`config.mk`:
```
export PLATFORM = sky130hd
export DESIGN_NAME = mule_sched
export DESIGN_NICKNAME = d
export VERILOG_FILES = /design/src/rtl/mule_sched_pkg.sv /design/src/rtl/mule_rr_arb2.sv /design/src/rtl/mule_sched.sv
export SDC_FILE = /design/constraint.sdc
export NUM_CORES = 1
export LEC_CHECK = 0
export ABC_CLOCK_PERIOD_IN_PS = 5000
export CAP_MARGIN = 10
export CORE_ASPECT_RATIO = 1.2
export CORE_UTILIZATION = 44
export DETAILED_ROUTE_END_ITERATION = 10
export PLACE_DENSITY = 0.82
export SLEW_MARGIN = 20
export SYNTH_ARGS = -nofsm -noshare
export SYNTH_HDL_FRONTEND = slang
export SYNTH_SLANG_ARGS = --single-unit
```
`constraint.sdc`:
```
create_clock -name clk -period 5 [get_ports clk]
set_input_delay 1 -clock clk [delete_from_list [all_inputs] [get_ports clk]]
set_output_delay 1 -clock clk [all_outputs]
set_load 0.02 [all_outputs]
```
`src/rtl/mule_sched_pkg.sv`:
```
// mule_sched shared types: MULE func codes,
// scheduler state encoding, register index width.
package mule_sched_pkg;

  localparam int REG_IDX_W = 5;

  typedef enum logic [1:0] {
    MULE_FUNC_MUL    = 2'd0,
    MULE_FUNC_MULH   = 2'd1,
    MULE_FUNC_MULHSU = 2'd2,
    MULE_FUNC_MULHU  = 2'd3
  } mule_func_e;

  typedef enum logic [2:0] {
    S_IDLE,
    S_ISSUE,
    S_BUSY,
    S_WB,
    S_DRAIN
  } mule_state_e;

endpackage

```
`src/rtl/mule_rr_arb2.sv`:
```
// Two-requester round-robin arbiter.
// req_i/en_i in, one-hot gnt_o out; ptr flips on contended grant.
module mule_rr_arb2 (
  input  logic       clk,
  input  logic       rst,
  input  logic [1:0] req_i,
  input  logic       en_i,
  output logic [1:0] gnt_o
);

  logic ptr_q, ptr_d;
  logic both;

  assign both = &req_i;

  always_comb begin
    gnt_o = 2'b00;
    ptr_d = ptr_q;
    if (en_i) begin
      if (both) begin
        gnt_o = ptr_q ? 2'b10 : 2'b01;
        ptr_d = ~ptr_q;
      end else begin
        gnt_o = req_i;
      end
    end
  end

  always_ff @(posedge clk) begin
    if (!rst) begin
      ptr_q <= 1'b0;
    end else begin
      ptr_q <= ptr_d;
    end
  end

endmodule

```
`src/rtl/mule_sched.sv`:
```
// Scheduler for the shared MULE multiplier: arbitrates
// pipe0/pipe1, drives unit handshake, writeback, scoreboard, stats.
module mule_sched
  import mule_sched_pkg::*;
#(
  parameter int LAT_W   = 8,
  parameter int TIMEOUT = 255
) (
  input  logic                 clk,
  input  logic                 rst,
  input  logic                 flush_i,
  input  logic                 p0_valid_i,
  input  logic [31:0]          p0_ra_i,
  input  logic [31:0]          p0_rb_i,
  input  logic [REG_IDX_W-1:0] p0_rd_i,
  input  logic [1:0]           p0_func_i,
  output logic                 p0_accept_o,
  input  logic                 p1_valid_i,
  input  logic [31:0]          p1_ra_i,
  input  logic [31:0]          p1_rb_i,
  input  logic [REG_IDX_W-1:0] p1_rd_i,
  input  logic [1:0]           p1_func_i,
  output logic                 p1_accept_o,
  output logic                 unit_valid_o,
  output logic [31:0]          unit_ra_o,
  output logic [31:0]          unit_rb_o,
  output logic [1:0]           unit_func_o,
  input  logic                 unit_accept_i,
  input  logic                 unit_done_i,
  input  logic [31:0]          unit_result_i,
  output logic                 wb_valid_o,
  output logic [REG_IDX_W-1:0] wb_rd_o,
  output logic [31:0]          wb_value_o,
  input  logic                 wb_accept_i,
  output logic                 pending_valid_o,
  output logic [REG_IDX_W-1:0] pending_rd_o,
  output logic                 busy_o,
  output logic                 timeout_o,
  output logic [LAT_W-1:0]     last_latency_o,
  output logic [15:0]          op_count_o
);

  localparam int TO_W =
    (TIMEOUT > 1) ? $clog2(TIMEOUT + 1) : 1;

  mule_state_e          st_q, st_d;
  logic [31:0]          ra_q, ra_d;
  logic [31:0]          rb_q, rb_d;
  logic [REG_IDX_W-1:0] rd_q, rd_d;
  mule_func_e           fn_q, fn_d;
  logic [31:0]          res_q, res_d;
  logic [LAT_W-1:0]     lat_q, lat_d;
  logic [LAT_W-1:0]     last_q, last_d;
  logic [TO_W-1:0]      bcnt_q, bcnt_d;
  logic [15:0]          cnt_q, cnt_d;
  logic                 to_q, to_d;
  logic                 uv_q, wv_q, busy_q, pv_q;
  logic [REG_IDX_W-1:0] prd_q;
  logic                 pend_d;
  logic                 go;
  logic [1:0]           gnt;

  assign go = rst && (st_q == S_IDLE) && !flush_i;

  mule_rr_arb2 u_arb (
    .clk   (clk),
    .rst   (rst),
    .req_i ({p1_valid_i, p0_valid_i}),
    .en_i  (go),
    .gnt_o (gnt)
  );

  assign p0_accept_o = gnt[0];
  assign p1_accept_o = gnt[1];

  always_comb begin
    st_d   = st_q;
    ra_d   = ra_q;
    rb_d   = rb_q;
    rd_d   = rd_q;
    fn_d   = fn_q;
    res_d  = res_q;
    last_d = last_q;
    bcnt_d = bcnt_q;
    cnt_d  = cnt_q;
    to_d   = to_q;
    lat_d  = lat_q;
    if (st_q != S_IDLE && lat_q != '1) begin
      lat_d = lat_q + 1'b1;
    end
    unique case (st_q)
      S_IDLE: begin
        if (|gnt) begin
          st_d  = S_ISSUE;
          ra_d  = gnt[1] ? p1_ra_i : p0_ra_i;
          rb_d  = gnt[1] ? p1_rb_i : p0_rb_i;
          rd_d  = gnt[1] ? p1_rd_i : p0_rd_i;
          fn_d  = mule_func_e'(gnt[1] ? p1_func_i
                                      : p0_func_i);
          lat_d = '0;
        end
      end
      S_ISSUE: begin
        if (flush_i) begin
          st_d = unit_accept_i ? S_DRAIN : S_IDLE;
        end else if (unit_accept_i) begin
          st_d   = S_BUSY;
          bcnt_d = '0;
        end
      end
      S_BUSY: begin
        bcnt_d = bcnt_q + 1'b1;
        if (flush_i) begin
          st_d = unit_done_i ? S_IDLE : S_DRAIN;
        end else if (unit_done_i) begin
          if (rd_q != '0) begin
            st_d  = S_WB;
            res_d = unit_result_i;
          end else begin
            st_d = S_IDLE;
          end
        end else if (TIMEOUT != 0 &&
                     bcnt_d == TO_W'(TIMEOUT)) begin
          st_d = S_DRAIN;
          to_d = 1'b1;
        end
      end
      S_WB: begin
        if (flush_i) begin
          st_d = S_IDLE;
        end else if (wb_accept_i) begin
          st_d   = S_IDLE;
          cnt_d  = cnt_q + 16'd1;
          last_d = (lat_q == '1) ? lat_q
                                 : lat_q + 1'b1;
        end
      end
      S_DRAIN: begin
        if (unit_done_i) begin
          st_d = S_IDLE;
        end
      end
      default: st_d = S_IDLE;
    endcase
  end

  assign pend_d = (st_d == S_ISSUE || st_d == S_BUSY ||
                   st_d == S_WB) && (rd_d != '0);

  always_ff @(posedge clk) begin
    if (!rst) begin
      st_q   <= S_IDLE;
      ra_q   <= '0;
      rb_q   <= '0;
      rd_q   <= '0;
      fn_q   <= MULE_FUNC_MUL;
      res_q  <= '0;
      lat_q  <= '0;
      last_q <= '0;
      bcnt_q <= '0;
      cnt_q  <= '0;
      to_q   <= 1'b0;
      uv_q   <= 1'b0;
      wv_q   <= 1'b0;
      busy_q <= 1'b0;
      pv_q   <= 1'b0;
      prd_q  <= '0;
    end else begin
      st_q   <= st_d;
      ra_q   <= ra_d;
      rb_q   <= rb_d;
      rd_q   <= rd_d;
      fn_q   <= fn_d;
      res_q  <= res_d;
      lat_q  <= lat_d;
      last_q <= last_d;
      bcnt_q <= bcnt_d;
      cnt_q  <= cnt_d;
      to_q   <= to_d;
      uv_q   <= (st_d == S_ISSUE);
      wv_q   <= (st_d == S_WB);
      busy_q <= (st_d != S_IDLE);
      pv_q   <= pend_d;
      prd_q  <= pend_d ? rd_d : '0;
    end
  end

  assign unit_valid_o    = uv_q;
  assign unit_ra_o       = ra_q;
  assign unit_rb_o       = rb_q;
  assign unit_func_o     = fn_q;
  assign wb_valid_o      = wv_q;
  assign wb_rd_o         = rd_q;
  assign wb_value_o      = res_q;
  assign pending_valid_o = pv_q;
  assign pending_rd_o    = prd_q;
  assign busy_o          = busy_q;
  assign timeout_o       = to_q;
  assign last_latency_o  = last_q;
  assign op_count_o      = cnt_q;

endmodule

```
* Yosys cells after proc, flatten, opt, wreduce, memory -nomap -nowiden
Index checks and enable logic that the tools add are counted.
** Operators by class
- Add/subtract/negate cells :: 3
- Eq/ne operators :: 12
- Mux-type cells :: 29
- Bitwise gates (word level) :: 3
- Reduce and logical (&&, ||, !) cells :: 22
** Operator list (count)
- $mux 32 :: 2
- $mux 8 :: 6
- $mux 3 :: 11
- $add 16x1->16 const B :: 1
- $add 8x1->8 const B :: 2
- $eq 8x8->1 const B :: 2
- $pmux 8 s2 :: 1
- $mux 5 :: 3
- $pmux 3 s5 :: 1
- $eq 3x2->1 const B :: 4
- $mux 2 :: 5
- $reduce_bool 5->1 :: 2
- $reduce_and 3->1 :: 3
- $ne 8x8->1 const B :: 1
- $reduce_and 4->1 :: 2
- $eq 3x1->1 const B :: 2
- $reduce_and 2->1 :: 3
- $reduce_bool 3->1 :: 2
- $logic_and 1x1->1 :: 4
- $ne 2x2->1 const B :: 2
- $eq 3x3->1 const B :: 1
- $logic_not 3->1 :: 1
- $not 1->1 :: 3
- $logic_or 1x1->1 :: 2
- other kinds (3) :: 3
** Word-level totals
- Bits in registers :: 157
- Bits of input ports :: 182
- Output and inout port bits :: 139
- Word-level logic and storage cells :: 86

* Longest topological paths before layout
- Word-level depth :: 12
- Mapped depth :: 8
- Gate-level depth less buffers :: 6

* Cells and area by module
From an unflattened synthesis, not the netlist that was laid out.
** Unflattened totals
- Cells, all modules :: 779
- Area, all modules :: 6819.0 um^2
** By module, submodules not included
- mule_sched :: times used 1, cells an instance 769, area an instance 6752.7 um^2, seq. area each 3123.0 um^2
- mule_rr_arb2 :: times used 1, cells an instance 10, area an instance 66.3 um^2, seq. area each 20.0 um^2

* Worst setup path after synthesis
No wires, ideal clock.
- Kind :: in2out
- Start :: in flush_i
- End :: out p1_accept_o
- Arrival time :: 1.803 ns
- Required time :: 4.000 ns
- Setup slack :: 2.197 ns
- Stages :: 4
- Cell sequence :: nor4_4 > nand4b_1 > inv_2 > buf_2
** Between the ends
- Cells in the longest elaborated chain, start to end :: 3
** RTL lines
- start, declared :: line mule_sched.sv:11 : input logic flush_i,
- $logic_not 1->1 :: line mule_sched.sv:63 : assign go = rst && (st_q == S_IDLE) && !flush_i;
- $logic_and 1x1->1 :: line mule_sched.sv:63
- $mux 2 :: line mule_rr_arb2.sv:19 : if (en_i) begin
- end, declared :: line mule_sched.sv:23 : output logic p1_accept_o,
Every way passes these cells.

* Worst setup path in the final report
Same ends and word-level chain as after synthesis.

==> results.toml <==
[placed_design]
place_worst_setup_slack_ps = 1090
portBuffers = 320
hpwl_um = 15900
place_congestion = 0.853

[critical_path]
cp_max_fo = 6
cp-start-kind = "primary input"
cp_common_cell = "clkdlybuf4s50_1"
timing.critical_path.buf_inv = 3
critical_path_class = "in -> out"
regToRegStartpoint = "st_q[1]$_SDFF_PN0_"
cp.depth = 5
slowest_stage = "clkdlybuf4s50_1"
path_cells = "clkdlybuf4s50_1 > nor4_4 > nand4b_1 > inv_2 > clkdlybuf4s50_1"
crit_start = "flush_i"
max_stage_delay_ps = 630
worstRegToRegCells = 6
cp-end-kind = "output port"
worstSetupEndpoint = "p1_accept_o"
cpLargestDelayFamily = "buffers and inverters"
cp.required_ps = 4000
reg2reg_slack_ps = 2660
reg2reg_to = "unit_rb_o[19]$_SDFFE_PN0P_"
cp.arrival_ps = 2910

[sta]
slew_headroom_pct = 45.9
fmax_mhz = 256
rsz0062_at_grt = "no"
fin_crit_sh_pct = 78.3
tightest_slew_ps = 811
fin_crit_ps = 3910
setup_viol = 0
timing.setup.tns_ps = 0
worst_slack_ps = 1090
final_max_slew_viol_count = 0
hold_viol = 0
skew_ps = 7.94

[final_layout]
nets = 1298
area_growth_pct = 57.8
drive_above_1_share_pct = 4.89

[outcome]
status = "complete, no violations"

[synth]
synth_ff_type = "dfxtp_1"
synth.distinct_cells = 60
synth_area_per_cell_um2 = 8.18
synth_top_cell_by_area = "dfxtp_1"
synth_top_area_share_pct = 46.6
syn_inst = 824
ys_seq_area_share_pct = 46.6
syn_nets = 1010
ys_warn_count = 0
netlist_area_mm2 = 0.00674
synthTopCellsByArea = "dfxtp_1, nand2_1, a311oi_1"
synth-edff-count = 0
ys_async_sr_fraction_pct = 0
ys_ff_latch = 157

[power]
seqPwrFrac_pct = 41.8
switching_share_pct = 24.2
combPwrFrac_pct = 14.4
power_density_mw_per_mm2 = 297
fin_total_pwr_w = 0.00316
clkPwrFrac_pct = 43.8
p_switching_w = 0.000763
ir_drop_v = 0.000201
power_leakage_nw = 3.80
p_int_w = 0.00240

[global_routing]
antenna_found_initial = 2
grt_max_degree = 121
grt_overflow = 0
grt_pass1_vias = 6074
grt_pass1_wl_um = 31700
grtUsageTotal_pct = 26.4

[clock_network]
clock_sinks = 157
cts_setup_buffers = 0
insertion_delay_ps = 420
cts_tree = "built"
root_buffer = "clkbuf_16"
cts_buffers = 17
clockBufferDepth = 2
clk_pin_slew_ps = 60
htree_levels = 4
cts_resized = 0
cts_hold_buf = 0

[detailed_routing]
routed_wl_um = 22200
first_iter_violations = 413
viasPerCell = 5.20
drc = 0
firstDrtPassIters = 4
routedWlPerCell_um = 16.6
dr_total_vias = 6931
ant_nets = 0

[floorplanning]
core_mm2 = 0.0150
start_util_pct = 45.0
rows = 49
die_x_um = 115
die_area_mm2 = 0.0158
die_y_um = 138
io_pins = 321

[run]
drv_cap = 0

[hold_path]
hold_class = "reg -> reg"
-- worst min-delay path by stage --
stage,start,to,slack [ps],cells past startpoint
3_3_place_gp,wb_value_o[18]$_SDFFE_PN0P_,wb_value_o[18]$_SDFFE_PN0P_,440,2
5_1_grt,wb_value_o[3]$_SDFFE_PN0P_,wb_value_o[3]$_SDFFE_PN0P_,470,2
3_5_place_dp,wb_value_o[3]$_SDFFE_PN0P_,wb_value_o[3]$_SDFFE_PN0P_,450,2
2_1_floorplan,bcnt_q[6]$_SDFFE_PN0P_,bcnt_q[6]$_SDFFE_PN0P_,460,1
4_1_cts,wb_value_o[3]$_SDFFE_PN0P_,wb_value_o[3]$_SDFFE_PN0P_,460,2
6_report,wb_value_o[3]$_SDFFE_PN0P_,wb_value_o[3]$_SDFFE_PN0P_,450,2
-- worst register-to-register path, cell delays in order, from the launching register on --
cell,delay [ps]
dfxtp_1,410
nor4_4,440
nand4b_1,200
inv_2,100
buf_4,570
nand2_1,180
a311oi_1,320
-- power by group through the flow --
stage          clock [W]  sequential, W  combinational, W
2_1_floorplan          0        0.00140          0.000141
3_3_place_gp           0        0.00135          0.000448
3_5_place_dp           0        0.00135          0.000453
4_1_cts          0.00141        0.00132          0.000456
5_1_grt          0.00146        0.00133          0.000487
6_report         0.00138        0.00132          0.000455
-- synthesized netlist by cell type, types with 4 or more instances --
cell and instances:
xor2_1 18, ha_1 4, nor3_1 4, buf_2 27, nand2_1 220, inv_1 7
buf_4 7, o32ai_1 4, a21boi_1 4, nand4_1 7, o21ai_0 14, dfxtp_1 157
and2_1 12, nor2_1 109, a311oi_1 66, and4_1 4, nor2b_1 4, a2bb2oi_1 4
xnor2_1 9, a31oi_1 6, a21oi_1 49, nand3_1 9, clkbuf_1 24
-- routing by layer --
metal  share of wire, %  wire (um)  GRT usage (%)  vias up
met5                  0          0              0        -
met4                2.4        521           11.8        0
met3                9.4       2090           10.9       33
met2                 50      11000           44.0      239
met1                 39       8570           29.4     3226
li1                   -          -              -     3433
-- logic make-up (layout without fill, tap and decap cells) --
| kind of cell | count (synthesis) | in the layout | share of synthesized area [%] |
|---|---|---|---|
| buffers and inverters | 67 | 368 | 4.74 |
| AND/OR/NAND/NOR | 397 | 397 | 25.6 |
| flip-flops | 157 | 157 | 46.6 |
| other | 0 | 5 | 0 |
| multiplexers | 3 | 3 | 0.446 |
| AO/OA/AOI/OAI | 169 | 169 | 18.3 |
| XOR/XNOR | 27 | 27 | 3.51 |
| adder cells (fa/ha/maj) | 4 | 4 | 0.743 |
-- area by class of cell --
class | instances | area (um^2)
Clock buffer | 18 | 439
Clock inverter | 14 | 193
Multi-Input combinational cell | 600 | 3280
Timing Repair Buffer | 328 | 3280
Tap cell | 204 | 255
Antenna cell | 5 | 12.5
Sequential cell | 157 | 3140
Fill cell | 1204 | 4330
Inverter | 8 | 32.5
-- metrics by stage --
step                      cells  utilization, %  area, um^2  hold slack [ps]
after CTS                  1329            71.0       10600              456
final                      1334            71.1       10600              452
after global placement     1297            66.8        9990              442
after floorplan             824               -        6740              457
after global routing       1331            71.0       10600              472
after detailed placement   1297            66.8        9990              447
-- cell usage in the layout, fill, tap and decap left out, types with 5 or more instances in the layout --
cell	n
buf_4	7
clkdlybuf4s50_1	320
nand3_1	9
a311oi_1	66
xor2_1	18
dfxtp_1	157
a21oi_1	49
o21ai_0	14
diode_2	5
nor2_1	109
clkbuf_16	17
nand4_1	7
xnor2_1	9
inv_1	6
nand2_1	220
and2_1	12
a31oi_1	6
-- flip-flops by register name, summed over array words and instances, names as in the netlist, 5 cells and up --
signal	flops
wb_value_o	32
unit_ra_o	32
unit_rb_o	32
pending_rd_o	5
op_count_o	16
lat_q	8
last_latency_o	8
bcnt_q	8
wb_rd_o	5
(Power assumes the default switching activity.)
